<file path="config.mk">
export PLATFORM = sky130hd
export DESIGN_NAME = alu_muldiv
export DESIGN_NICKNAME = d
export VERILOG_FILES = /design/src/rtl/alu_muldiv.sv
export SDC_FILE = /design/constraint.sdc
export NUM_CORES = 1
export LEC_CHECK = 0
export ABC_CLOCK_PERIOD_IN_PS = 8020
export CAP_MARGIN = 20
export CORE_MARGIN = 5
export CORE_UTILIZATION = 30
export DETAILED_ROUTE_END_ITERATION = 12
export RECOVER_POWER = 25
export SKIP_LAST_GASP = 1
export SLEW_MARGIN = 20
export SYNTH_ARGS = -nofsm -noshare
export SYNTH_HDL_FRONTEND = slang
export SYNTH_SLANG_ARGS = --single-unit
</file>
<file path="constraint.sdc">
create_clock -name i_clk -period 8.02 [get_ports i_clk]
set_clock_uncertainty 0.05 [all_clocks]
set_input_delay 1.604 -clock i_clk [delete_from_list [all_inputs] [get_ports i_clk]]
set_output_delay 1.604 -clock i_clk [all_outputs]
set_load 0.02 [all_outputs]
</file>
<file path="src/rtl/alu_muldiv.sv">
`default_nettype none
// ============================================================================
// alu_muldiv : iterative radix-2 RV32M/RV64M multiply/divide unit
// Rev 1.0
// ============================================================================
module alu_muldiv #(
    parameter int XLEN = 32
) (
    input  logic            i_clk,
    input  logic            i_rst_n,
    input  logic            i_valid,
    output logic            o_ready,
    input  logic [2:0]      i_op,
    input  logic [XLEN-1:0] i_op_a,
    input  logic [XLEN-1:0] i_op_b,
    input  logic            i_kill,
    output logic            o_valid,
    input  logic            i_ready,
    output logic [XLEN-1:0] o_result
);

    localparam int CNT_W = $clog2(XLEN + 1);

    localparam logic [2:0] c_OP_MUL    = 3'b000;
    localparam logic [2:0] c_OP_MULH   = 3'b001;
    localparam logic [2:0] c_OP_MULHSU = 3'b010;
    localparam logic [2:0] c_OP_MULHU  = 3'b011;
    localparam logic [2:0] c_OP_DIV    = 3'b100;
    localparam logic [2:0] c_OP_DIVU   = 3'b101;
    localparam logic [2:0] c_OP_REM    = 3'b110;

    localparam logic [XLEN-1:0] c_MIN_NEG = {1'b1, {(XLEN-1){1'b0}}};

    typedef enum logic [1:0] {
        S_IDLE = 2'd0,
        S_BUSY = 2'd1,
        S_DONE = 2'd2
    } state_t;

    state_t r_state;
    state_t w_state_nxt;

    logic [CNT_W-1:0]  r_cnt;
    logic [2:0]        r_op;
    logic              r_neg;
    logic [XLEN-1:0]   r_b;
    logic [2*XLEN-1:0] r_acc;
    logic [XLEN-1:0]   r_result;

    // ------------------------------------------------------------------
    // Request decode
    // ------------------------------------------------------------------
    logic            w_accept;
    logic            w_a_signed;
    logic            w_b_signed;
    logic            w_a_neg;
    logic            w_b_neg;
    logic [XLEN-1:0] w_a_mag;
    logic [XLEN-1:0] w_b_mag;
    logic            w_res_neg;
    logic            w_div_zero;
    logic            w_ovf;
    logic            w_bypass;
    logic [XLEN-1:0] w_bypass_res;

    assign w_accept   = i_valid & (r_state == S_IDLE) & ~i_kill;
    assign w_a_signed = (i_op == c_OP_MULH) | (i_op == c_OP_MULHSU) |
                        (i_op == c_OP_DIV)  | (i_op == c_OP_REM);
    assign w_b_signed = (i_op == c_OP_MULH) | (i_op == c_OP_DIV) | (i_op == c_OP_REM);
    assign w_a_neg    = w_a_signed & i_op_a[XLEN-1];
    assign w_b_neg    = w_b_signed & i_op_b[XLEN-1];
    assign w_a_mag    = w_a_neg ? (-i_op_a) : i_op_a;
    assign w_b_mag    = w_b_neg ? (-i_op_b) : i_op_b;
    // Remainder follows the dividend; everything else follows the sign product
    assign w_res_neg  = (i_op == c_OP_REM) ? w_a_neg : (w_a_neg ^ w_b_neg);

    assign w_div_zero = i_op[2] & (i_op_b == '0);
    assign w_ovf      = ((i_op == c_OP_DIV) | (i_op == c_OP_REM)) &
                        (i_op_a == c_MIN_NEG) & (i_op_b == '1);
    assign w_bypass   = w_div_zero | w_ovf;

    always_comb begin
        w_bypass_res = '0;
        if (w_div_zero) begin
            w_bypass_res = i_op[1] ? i_op_a : '1;
        end else if (w_ovf) begin
            w_bypass_res = i_op[1] ? '0 : i_op_a;
        end
    end

    // ------------------------------------------------------------------
    // Shared iteration datapath: r_acc = {hi, lo}
    //   multiply: hi accumulates, lo holds the multiplier, shift right
    //   divide  : hi is the partial remainder, lo the dividend/quotient, shift left
    // ------------------------------------------------------------------
    logic [XLEN-1:0]   w_hi;
    logic [XLEN-1:0]   w_lo;
    logic [XLEN:0]     w_sum;
    logic [XLEN:0]     w_rem_sh;
    logic [XLEN:0]     w_diff;
    logic              w_fit;
    logic [2*XLEN-1:0] w_mul_nxt;
    logic [2*XLEN-1:0] w_div_nxt;
    logic [2*XLEN-1:0] w_acc_nxt;
    logic [2*XLEN-1:0] w_prod;
    logic [XLEN-1:0]   w_quot;
    logic [XLEN-1:0]   w_remd;
    logic [XLEN-1:0]   w_final;
    logic              w_last;

    assign w_hi      = r_acc[2*XLEN-1:XLEN];
    assign w_lo      = r_acc[XLEN-1:0];
    assign w_sum     = {1'b0, w_hi} + (w_lo[0] ? {1'b0, r_b} : {(XLEN+1){1'b0}});
    assign w_mul_nxt = {w_sum, w_lo[XLEN-1:1]};

    assign w_rem_sh  = {w_hi, w_lo[XLEN-1]};
    assign w_diff    = w_rem_sh - {1'b0, r_b};
    assign w_fit     = ~w_diff[XLEN];
    assign w_div_nxt = {(w_fit ? w_diff[XLEN-1:0] : w_rem_sh[XLEN-1:0]),
                        w_lo[XLEN-2:0], w_fit};

    assign w_acc_nxt = r_op[2] ? w_div_nxt : w_mul_nxt;
    assign w_last    = (r_cnt == CNT_W'(1));

    assign w_prod = r_neg ? (-w_acc_nxt) : w_acc_nxt;
    assign w_quot = r_neg ? (-w_acc_nxt[XLEN-1:0]) : w_acc_nxt[XLEN-1:0];
    assign w_remd = r_neg ? (-w_acc_nxt[2*XLEN-1:XLEN]) : w_acc_nxt[2*XLEN-1:XLEN];

    always_comb begin
        w_final = '0;
        case (r_op)
            c_OP_MUL:                          w_final = w_prod[XLEN-1:0];
            c_OP_MULH, c_OP_MULHSU, c_OP_MULHU: w_final = w_prod[2*XLEN-1:XLEN];
            c_OP_DIV, c_OP_DIVU:               w_final = w_quot;
            default:                           w_final = w_remd;
        endcase
    end

    // ------------------------------------------------------------------
    // Control FSM
    // ------------------------------------------------------------------
    always_ff @(posedge i_clk or negedge i_rst_n) begin
        if (!i_rst_n) begin
            r_state <= S_IDLE;
        end else begin
            r_state <= w_state_nxt;
        end
    end

    always_comb begin
        w_state_nxt = r_state;
        case (r_state)
            S_IDLE: begin
                if (w_accept) begin
                    w_state_nxt = w_bypass ? S_DONE : S_BUSY;
                end
            end
            S_BUSY: begin
                if (i_kill) begin
                    w_state_nxt = S_IDLE;
                end else if (w_last) begin
                    w_state_nxt = S_DONE;
                end
            end
            S_DONE: begin
                if (i_kill || i_ready) begin
                    w_state_nxt = S_IDLE;
                end
            end
            default: w_state_nxt = S_IDLE;
        endcase
    end

    // ------------------------------------------------------------------
    // Datapath registers
    // ------------------------------------------------------------------
    always_ff @(posedge i_clk or negedge i_rst_n) begin
        if (!i_rst_n) begin
            r_cnt    <= '0;
            r_op     <= '0;
            r_neg    <= 1'b0;
            r_b      <= '0;
            r_acc    <= '0;
            r_result <= '0;
        end else if (w_accept) begin
            r_op  <= i_op;
            r_neg <= w_res_neg;
            r_b   <= w_b_mag;
            r_acc <= {{XLEN{1'b0}}, w_a_mag};
            if (w_bypass) begin
                r_cnt    <= '0;
                r_result <= w_bypass_res;
            end else begin
                r_cnt <= CNT_W'(XLEN);
            end
        end else if (r_state == S_BUSY) begin
            if (i_kill) begin
                r_cnt <= '0;
            end else begin
                r_acc <= w_acc_nxt;
                r_cnt <= r_cnt - CNT_W'(1);
                if (w_last) begin
                    r_result <= w_final;
                end
            end
        end
    end

    assign o_ready  = (r_state == S_IDLE);
    assign o_valid  = (r_state == S_DONE);
    assign o_result = r_result;

endmodule
`default_nettype wire

</file>
Word level (Yosys, flattened, before mapping)
Cells that the tools add are included.
{"block": "totals", "input_bits": 72, "word_cells": 94, "regBits": 140, "output_inout_bits": 34}
{"block": "op_classes", "n_reduce_logical": 11, "bitwise": 17, "add_sub_neg": 8, "eq_ne": 19, "n_mux": 32}
{"operator": "32-bit two-way mux", "n": 15}
{"operator": "64-bit two-way mux", "n": 5}
{"operator": "32-bit negator", "n": 4}
{"operator": "32-bit one-hot mux with 3 select lines", "n": 1}
{"operator": "32-bit == test (second input constant)", "n": 2}
{"operator": "64-bit negator", "n": 1}
{"operator": "32-bit by 32-bit adder with 33-bit output", "n": 1}
{"operator": "33-bit by 32-bit subtractor with 33-bit output", "n": 1}
{"operator": "32-bit zero test", "n": 1}
{"operator": "6-bit two-way mux", "n": 4}
{"operator": "3-bit == test (second input constant)", "n": 4}
{"operator": "2-bit two-way mux", "n": 5}
{"operator": "3-bit by 2-bit == test with 1-bit output (second input constant)", "n": 3}
{"operator": "2-bit by 1-bit != test with 1-bit output (second input constant)", "n": 4}
{"operator": "1-bit bitwise AND", "n": 7}
{"operator": "1-bit OR", "n": 7}
{"operator": "3-bit by 1-bit == test with 1-bit output (second input constant)", "n": 2}
{"operator": "6-bit by 1-bit == test with 1-bit output (second input constant)", "n": 1}
{"operator": "2-bit one-hot mux with 3 select lines", "n": 1}
{"operator": "6-bit by 1-bit subtractor with 6-bit output (second input constant)", "n": 1}
{"operator": "4-bit AND reduction", "n": 1}
{"operator": "2-bit nonzero test", "n": 2}
{"operator": "3-bit zero test", "n": 1}
{"operator": "3-bit != test (second input constant)", "n": 1}
{"operator": "other kinds (11)", "n": 12}

Longest topological paths before layout
Gate-level depths: netlist (run 1).
{"block": "logic_depth", "word_depth": 10, "ltp_mapped": 24, "depth_no_buf": 23}

Least setup slack after synthesis (run 1)
No wires, ideal clock.
{"block": "synth_timing", "path_kind": "register to register", "from": "reg r_op[2]", "to": "reg r_result[26] (netlist: o_result[26])", "period_less_slack_ns": 5.263, "path_buffers": 7, "path_stages_with_launch": 21, "required_time_ns": 7.828, "t_arrival_ns": 5.071, "path_slack_ns": 2.757, "setup_time_ns": 0.142, "cell_sequence": "dfrtp_1 clkbuf_1 buf_2 buf_2 buf_1 buf_2 buf_1 buf_1 mux2i_1 ha_1 or3b_2 nor3_1 nand2_1 nor2_1 nor2_1 nor2_1 nand3_1 o31ai_1 xor2_1 a221oi_1 o221ai_1"}
{"block": "synth_via", "elab_chain_cells": 8, "word_cells_on_any_way": 20, "classes_between": "3 x add/sub; 5 x eq/ne; 9 x mux; 3 x reduce/logical"}
{"item": "start: declaration", "line": "44", "source": "logic [2:0] r_op;"}
{"item": "start signal: assignment", "line": "186", "source": "r_op <= i_op;"}
{"item": "64-bit two-way mux", "line": "122", "source": "assign w_acc_nxt = r_op[2] ? w_div_nxt : w_mul_nxt;"}
{"item": "64-bit negator, or another cell as far along", "line": "125", "source": "assign w_prod = r_neg ? (-w_acc_nxt) : w_acc_nxt;"}
{"item": "64-bit two-way mux, or another cell as far along", "line": "125"}
{"item": "32-bit one-hot mux with 3 select lines *", "line": "131", "source": "case (r_op)"}
{"item": "32-bit two-way mux *", "line": "202", "source": "if (w_last) begin"}
{"item": "32-bit two-way mux *", "line": "197", "source": "if (i_kill) begin"}
{"item": "32-bit two-way mux *", "line": "196", "source": "end else if (r_state == S_BUSY) begin"}
{"item": "32-bit two-way mux *", "line": "185", "source": "end else if (w_accept) begin"}
{"item": "end signal: assignment", "line": "192", "source": "r_result <= w_bypass_res;"}
{"item": "end signal: assignment", "line": "203", "source": "r_result <= w_final;"}
{"item": "end: declaration", "line": "48", "source": "logic [XLEN-1:0] r_result;"}
Mark *: on every way between the ends. The rest lies on a longest branch, timed or not. The select of a mux whose other input is x is not followed.
A chain may end at the register's enable or synchronous reset.

Final worst setup path (run 1)
{"block": "layout_timing", "from": "reg r_acc[31]", "to": "reg r_result[26] (netlist: o_result[26])"}
{"block": "layout_via", "elab_chain_cells": 10, "word_cells_on_any_way": 15, "classes_between": "4 x add/sub; 10 x mux; 1 x bitwise"}
{"item": "start: declaration", "line": "47", "source": "logic [2*XLEN-1:0] r_acc;"}
{"item": "start signal: assignment", "line": "189", "source": "r_acc <= {{XLEN{1'b0}}, w_a_mag};"}
{"item": "start signal: assignment", "line": "200", "source": "r_acc <= w_acc_nxt;"}
{"item": "33-bit by 32-bit subtractor with 33-bit output", "line": "117", "source": "assign w_diff = w_rem_sh - {1'b0, r_b};"}
{"item": "32-bit two-way mux / 1-bit NOT (equally long branches)", "line": "119, 118"}
{"item": "64-bit two-way mux *", "line": "122"}
{"item": "64-bit negator, or another cell as far along", "line": "125"}
{"item": "64-bit two-way mux, or another cell as far along", "line": "125"}
{"item": "32-bit one-hot mux with 3 select lines *", "line": "131"}
{"item": "32-bit two-way mux *", "line": "202"}
{"item": "32-bit two-way mux *", "line": "197"}
{"item": "32-bit two-way mux *", "line": "196"}
{"item": "32-bit two-way mux *", "line": "185"}
Marked as above.

==> results.json, run 1 <==
{
  "syn-instance-count": 2145,
  "num_vias": 17400,
  "power_density_mw_per_mm2": 453,
  "wl_mm": 65.9,
  "power_leakage_nw": 6.94,
  "initial_core_util": 0.304,
  "synth_seq_cells": 140,
  "clkPwrFrac": 0.102,
  "arrival_ps": 7150,
  "place.gp.congestion": 1.02,
  "worst-path-buf-inv": 3,
  "io-pin-count": 106,
  "first_iter_violations": 1816,
  "cts_made_buffers": 17,
  "synthArstFlopShare": 1.00,
  "cts-resized-gates": 0,
  "hp-class": "flip-flop to flip-flop",
  "synthesis.area_sq_mm": 0.0157,
  "grt_pass1_vias": 16400,
  "slowest_stage": "nor3_1",
  "wl_per_cell_um": 23.0,
  "synth-edff-count": 0,
  "dr.pass1.iters": 6,
  "dieHeight_um": 239,
  "synth.avg_cell_area_sq_um": 7.31,
  "power_frac_comb": 0.720,
  "p_switching_mw": 4.60,
  "drc": 0,
  "dp_hpwl_mm": 50.8,
  "syn_nets": 2290,
  "intPower_mw": 3.52,
  "fillers": 5514,
  "yosysWarnings": 0,
  "nets": 2321,
  "root_buffer": "clkbuf_16",
  "grt_max_degree": 85,
  "clk_pin_slew_worst_paths_ps": 70,
  "areaGrowthSynthToFinish_pct": 14.4,
  "pwr-share-seq": 0.178,
  "path_common_cell": "nor2_1",
  "startpoint_type": "flip-flop",
  "ys_seq_area_frac": 0.224,
  "gr-total-overflow": 0,
  "fin_crit_sh": 0.860,
  "cts_sinks": 140,
  "h-tree-depth": 4,
  "power_mw": 8.12,
  "max_freq_ghz": 0.145,
  "ir_drop_uv": 234,
  "fin_util": 0.348,
  "rows": 83,
  "place_inst": 2837,
  "synthFlopType": "dfrtp_1",
  "globalRouteTotalUtil": 0.223,
  "ant_nets": 0,
  "worst_pin_slew_ps": 1060,
  "slew_viol_final": 0,
  "layout-drive-gt1-share": 0.0548,
  "die_w_um": 239,
  "status": "complete, no violations",
  "antenna-diode-count": 0,
  "clockBufferDepth": 2,
  "cap_violations": 0,
  "cts_hold_buffers": 0,
  "portBuffers": 105,
  "vias_per_cell": 6.06,
  "finalHoldViolations": 0,
  "critPathMaxStageDelay_ps": 570,
  "post-cts-setup-buffers": 0,
  "synthDistinctLibCells": 102,
  "crit_type": "flip-flop to flip-flop",
  "slew_headroom": 0.287,
  "cp_cell_sequence": "inv_1 > ha_1 > inv_1 > fa_1 > a211oi_1 > o21a_4 > a2111o_1 > a21boi_4 > o31ai_1 > nor2_1 > a21oi_1 > ha_1 > or3b_2 > nor3_1 > nand2_1 > nor2_1 > nor2_1 > buf_4 > nor2_1 > nand3_1 > o31ai_1 > xor2_1 > a221oi_1 > o221ai_1",
  "final_cell_count_no_fill": 2869,
  "rsz0062_at_grt": "false",
  "grt_pass1_wl_mm": 99.9,
  "cp.required_ps": 8280,
  "cts_tree": "yes",
  "p_sw_frac": 0.567,
  "insertion_delay_ps": 470,
  "min_period_ps": 6890,
  "setup_tns_ps": 0,
  "die_area_sq_mm": 0.0569,
  "fp.coreArea_sq_mm": 0.0515,
  "antenna_found_initial": 1,
  "crit_fanout": 13,
  "critical_path.top_delay_family": "compound AO/OA/AOI/OAI gates",
  "setup_viol": 0,
  "cp-end-kind": "flip-flop"
}
flip-flops by register name (all words and copies together), names as in the netlist:
register / count
r_acc: 64
o_result: 32
r_neg: 1
r_b: 32
r_op: 3
r_cnt: 6
r_state: 2
final cells by class:
class | instances | area, sq um | area share
Multi-Input combinational cell | 1817 | 11500 | 0.639
Clock inverter | 13 | 144 | 0.00802
Clock buffer | 19 | 433 | 0.0241
Timing Repair Buffer | 136 | 1290 | 0.0721
Inverter | 64 | 240 | 0.0134
Sequential cell | 140 | 3510 | 0.196
Tap cell | 680 | 851 | 0.0474
path summary, 6_finish.rpt:
check	start	to	slack, ps	depth (start not counted)
max in group asynchronous	i_rst_n	r_b[9]	5350	2
worst max-delay path	r_acc[31]	o_result[26]	1130	24
min in group asynchronous	i_rst_n	o_result[23]	1170	1
worst max register to register	r_acc[31]	o_result[26]	1130	24
worst min-delay path	o_result[6]	o_result[6]	450	2
worst min register to register	o_result[6]	o_result[6]	450	2
through the flow:
| stage | instance area [sq um] | hold slack (ps) | worst slack [ps] |
|---|---|---|---|
| floorplan | 15700 | 413 | 2760 |
| global placement | 17300 | 426 | 1490 |
| detailed placement | 17400 | 442 | 1330 |
| CTS | 17900 | 458 | 1260 |
| global route | 17900 | 482 | 600 |
| finish | 17900 | 447 | 1130 |
metal layers:
layer | vias to the layer above | track usage | wire (um)
met3 | 147 | 0.0384 | 4380
met2 | 752 | 0.356 | 30100
met1 | 8467 | 0.300 | 28500
met5 | - | 0 | 13
li1 | 8014 | - | -
met4 | 2 | 0.0927 | 2880
cells in the mapped netlist, drive strengths merged (44+ instances only):
| cell type | number | area share |
|---|---|---|
| a21oi | 174 | 0.057 |
| xnor2 | 82 | 0.046 |
| o21ai | 222 | 0.072 |
| nor2 | 195 | 0.047 |
| ha | 71 | 0.057 |
| nand2 | 276 | 0.066 |
| dfrtp | 140 | 0.22 |
| nor3 | 72 | 0.024 |
| inv | 61 | 0.015 |
| xor2 | 76 | 0.042 |
| o211ai | 44 | 0.021 |
| clkbuf | 98 | 0.024 |
cell usage in the layout (no fill, tap or decap), types with 19 or more instances in the layout:
cell,netlist,layout
and2_1,41,40
o31ai_1,28,28
nand2b_1,19,19
nand2_1,276,276
inv_1,61,61
buf_4,1,30
a31oi_1,27,27
xor2_1,76,76
dfrtp_1,140,138
o21ai_0,213,212
nand3_1,33,33
clkdlybuf4s50_1,0,104
or3_1,30,29
nor2_1,194,192
a22o_1,19,19
nor3_1,70,69
a21o_1,32,32
xnor2_1,82,82
a211oi_1,24,23
o211ai_1,43,43
nor4_1,26,25
mux2i_1,37,37
a21oi_1,172,172
nand4_1,37,37
ha_1,71,71
worst min-delay path, delay by kind of cell, from the launching register on:
kind	cells	cell delay (ps)
AO/OA/AOI/OAI	1	60
AND/OR/NAND/NOR	1	50
flip-flops	1	350
cell families after synthesis:
kind of cell | count (synthesis) | synth area share
simple gates | 801 | 0.244
compound gates | 743 | 0.310
buf+inv | 188 | 0.0470
xor+xnor | 158 | 0.0883
flops | 140 | 0.224
fa+ha+maj | 73 | 0.0592
mux | 42 | 0.0272
power groups by stage:
stage	registers (mW)	logic [mW]	clock network [mW]
floorplan	1.31	3.96	0
detailed placement	1.44	5.71	0
finish	1.45	5.85	0.824
global placement	1.44	5.67	0
global route	1.47	6.29	0.863
CTS	1.43	5.74	0.836
(Power assumes the default switching activity.)
==> run 2, diff against run 1 <==
- ABC_CLOCK_PERIOD_IN_PS: 8020 -> 7680
- clock period: 8.02 -> 7.68 ns (I/O delays scaled with it)
==> results.json, run 2 (same netlist as run 1, synthesis figures left out) <==
{
  "rows": 83,
  "multi_input_area_sq_mm": 0.0115,
  "largest_register_ffs": 64,
  "gr-total-overflow": 0,
  "top_register": "r_acc",
  "antenna-diode-count": 0,
  "layout_common_cells": "275 x nand2_1, 212 x o21ai_0, 192 x nor2_1",
  "slew_headroom": 0.256,
  "first_iter_violations": 1988,
  "power_density_mw_per_mm2": 478,
  "cts_sinks": 140,
  "ir_drop_uv": 210,
  "cp-end-kind": "flip-flop",
  "ff_latch_area_sq_mm": 0.00351,
  "finalHoldViolations": 0,
  "place.gp.congestion": 0.996,
  "layout-drive-gt1-share": 0.0553,
  "grt_pass1_wl_mm": 104,
  "met1_length_mm": 30.7,
  "wl_per_cell_um": 24.0,
  "status": "complete, no violations",
  "setup_viol": 0,
  "cap_violations": 0,
  "arrival_ps": 7140,
  "min_period_ps": 6870,
  "slew_viol_final": 0,
  "root_buffer": "clkbuf_16",
  "fillers": 5522,
  "io-pin-count": 106,
  "nets": 2322,
  "vias_per_cell": 6.04,
  "max_freq_ghz": 0.146,
  "hp-class": "flip-flop to flip-flop",
  "areaGrowthSynthToFinish_pct": 14.2,
  "insertion_delay_ps": 460,
  "die_area_sq_mm": 0.0569,
  "rsz0062_at_grt": "false",
  "h-tree-depth": 4,
  "drc": 0,
  "setup_tns_ps": 0,
  "post-cts-setup-buffers": 0,
  "dieHeight_um": 239,
  "clk_pin_slew_worst_paths_ps": 70,
  "wl_met3_mm": 5.65,
  "dp_hpwl_mm": 53.3,
  "fin_crit_sh": 0.895,
  "power_mw": 8.55,
  "grt_max_degree": 85,
  "initial_core_util": 0.304,
  "fp.coreArea_sq_mm": 0.0515,
  "maxUsedRoutingLayer": "met5",
  "power_leakage_nw": 6.92,
  "grt_pass1_vias": 16500,
  "wl_mm": 68.9,
  "num_vias": 17300,
  "portBuffers": 105,
  "clockBufferDepth": 2,
  "globalRouteTotalUtil": 0.234,
  "crit_fanout": 13,
  "die_w_um": 239,
  "cts-resized-gates": 0,
  "cts_hold_buffers": 0,
  "mostFrequentLayoutCell": "nand2_1",
  "crit_type": "flip-flop to flip-flop",
  "ant_nets": 0,
  "startpoint_type": "flip-flop",
  "wl_met2_mm": 30.9,
  "cts_made_buffers": 17,
  "worst_pin_slew_ps": 1110,
  "cp.required_ps": 7950,
  "dr.pass1.iters": 6,
  "antenna_found_initial": 2,
  "cts_tree": "yes"
}
==> run 2: cell types whose count changed in the layout (fill, tap and decap cells not counted), sizes merged <==
cell	delta
inv	+1
bufinv	-2
clkbuf	+1
buf	+1
clkinv	+1
clkinvlp	-1
==> run 2: critical path: stages, from the launching register on <==
cell      delay [ps]
dfrtp_1          470
ha_1             460
a21oi_1          400
o21ai_1          250
a211oi_2         370
o31ai_2          230
o31ai_1          630
nor2_1           280
a21oi_1          300
ha_1             250
or3b_2           520
nor3_1           220
buf_4            170
nand2_1          110
nor2_1           140
nor2_1            50
buf_4            220
nor2_1           230
nand3_1          400
o31ai_1          400
xor2_1           110
a221oi_1         300
o221ai_1         150
==> run 2: final cells by class <==
type | count | share of cell area
flip-flops and latches | 140 | 0.196
inverters | 64 | 0.0134
clock buffers | 20 | 0.0250
multi-input cells | 1817 | 0.641
clock inverters | 12 | 0.00510
well taps | 680 | 0.0475
repair buffers | 137 | 0.0722
==> run 2: worst paths after layout <==
path / from / endpoint / slack [ps] / cells past startpoint
worst max-delay path: r_acc[50] / o_result[26] / 810 / 22
worst min-delay path: o_result[1] / o_result[1] / 440 / 2
worst min register to register: o_result[1] / o_result[1] / 440 / 2
min in group asynchronous: i_rst_n / r_b[29] / 1120 / 1
max in group asynchronous: i_rst_n / r_acc[37] / 5070 / 2
worst max register to register: r_acc[50] / o_result[26] / 810 / 22
==> run 2: metal layers <==
metal / GRT usage / vias to the layer above
li1: - / 8003
met4: 0.0609 / 2
met3: 0.0508 / 87
met5: 0 / -
met1: 0.328 / 8496
met2: 0.368 / 758
==> run 2: metrics by stage <==
| stage | setup WS [ps] | cell area (sq um) | hold WS, ps | utilization | cells |
|---|---|---|---|---|---|
| 2_1_floorplan | 2420 | 15700 | 413 | - | 2145 |
| 3_3_place_gp | 1230 | 17300 | 426 | 0.337 | 2838 |
| 3_5_place_dp | 1010 | 17400 | 436 | 0.337 | 2838 |
| 4_1_cts | 1010 | 17900 | 450 | 0.347 | 2870 |
| 5_1_grt | 476 | 17900 | 476 | 0.347 | 2870 |
| 6_report | 808 | 17900 | 445 | 0.347 | 2870 |
==> run 2: where the power goes <==
part | internal, mW | switching, mW
clock network | 0.424 | 0.381
registers | 1.04 | 0.468
logic | 2.16 | 4.08
total | 3.62 | 4.93
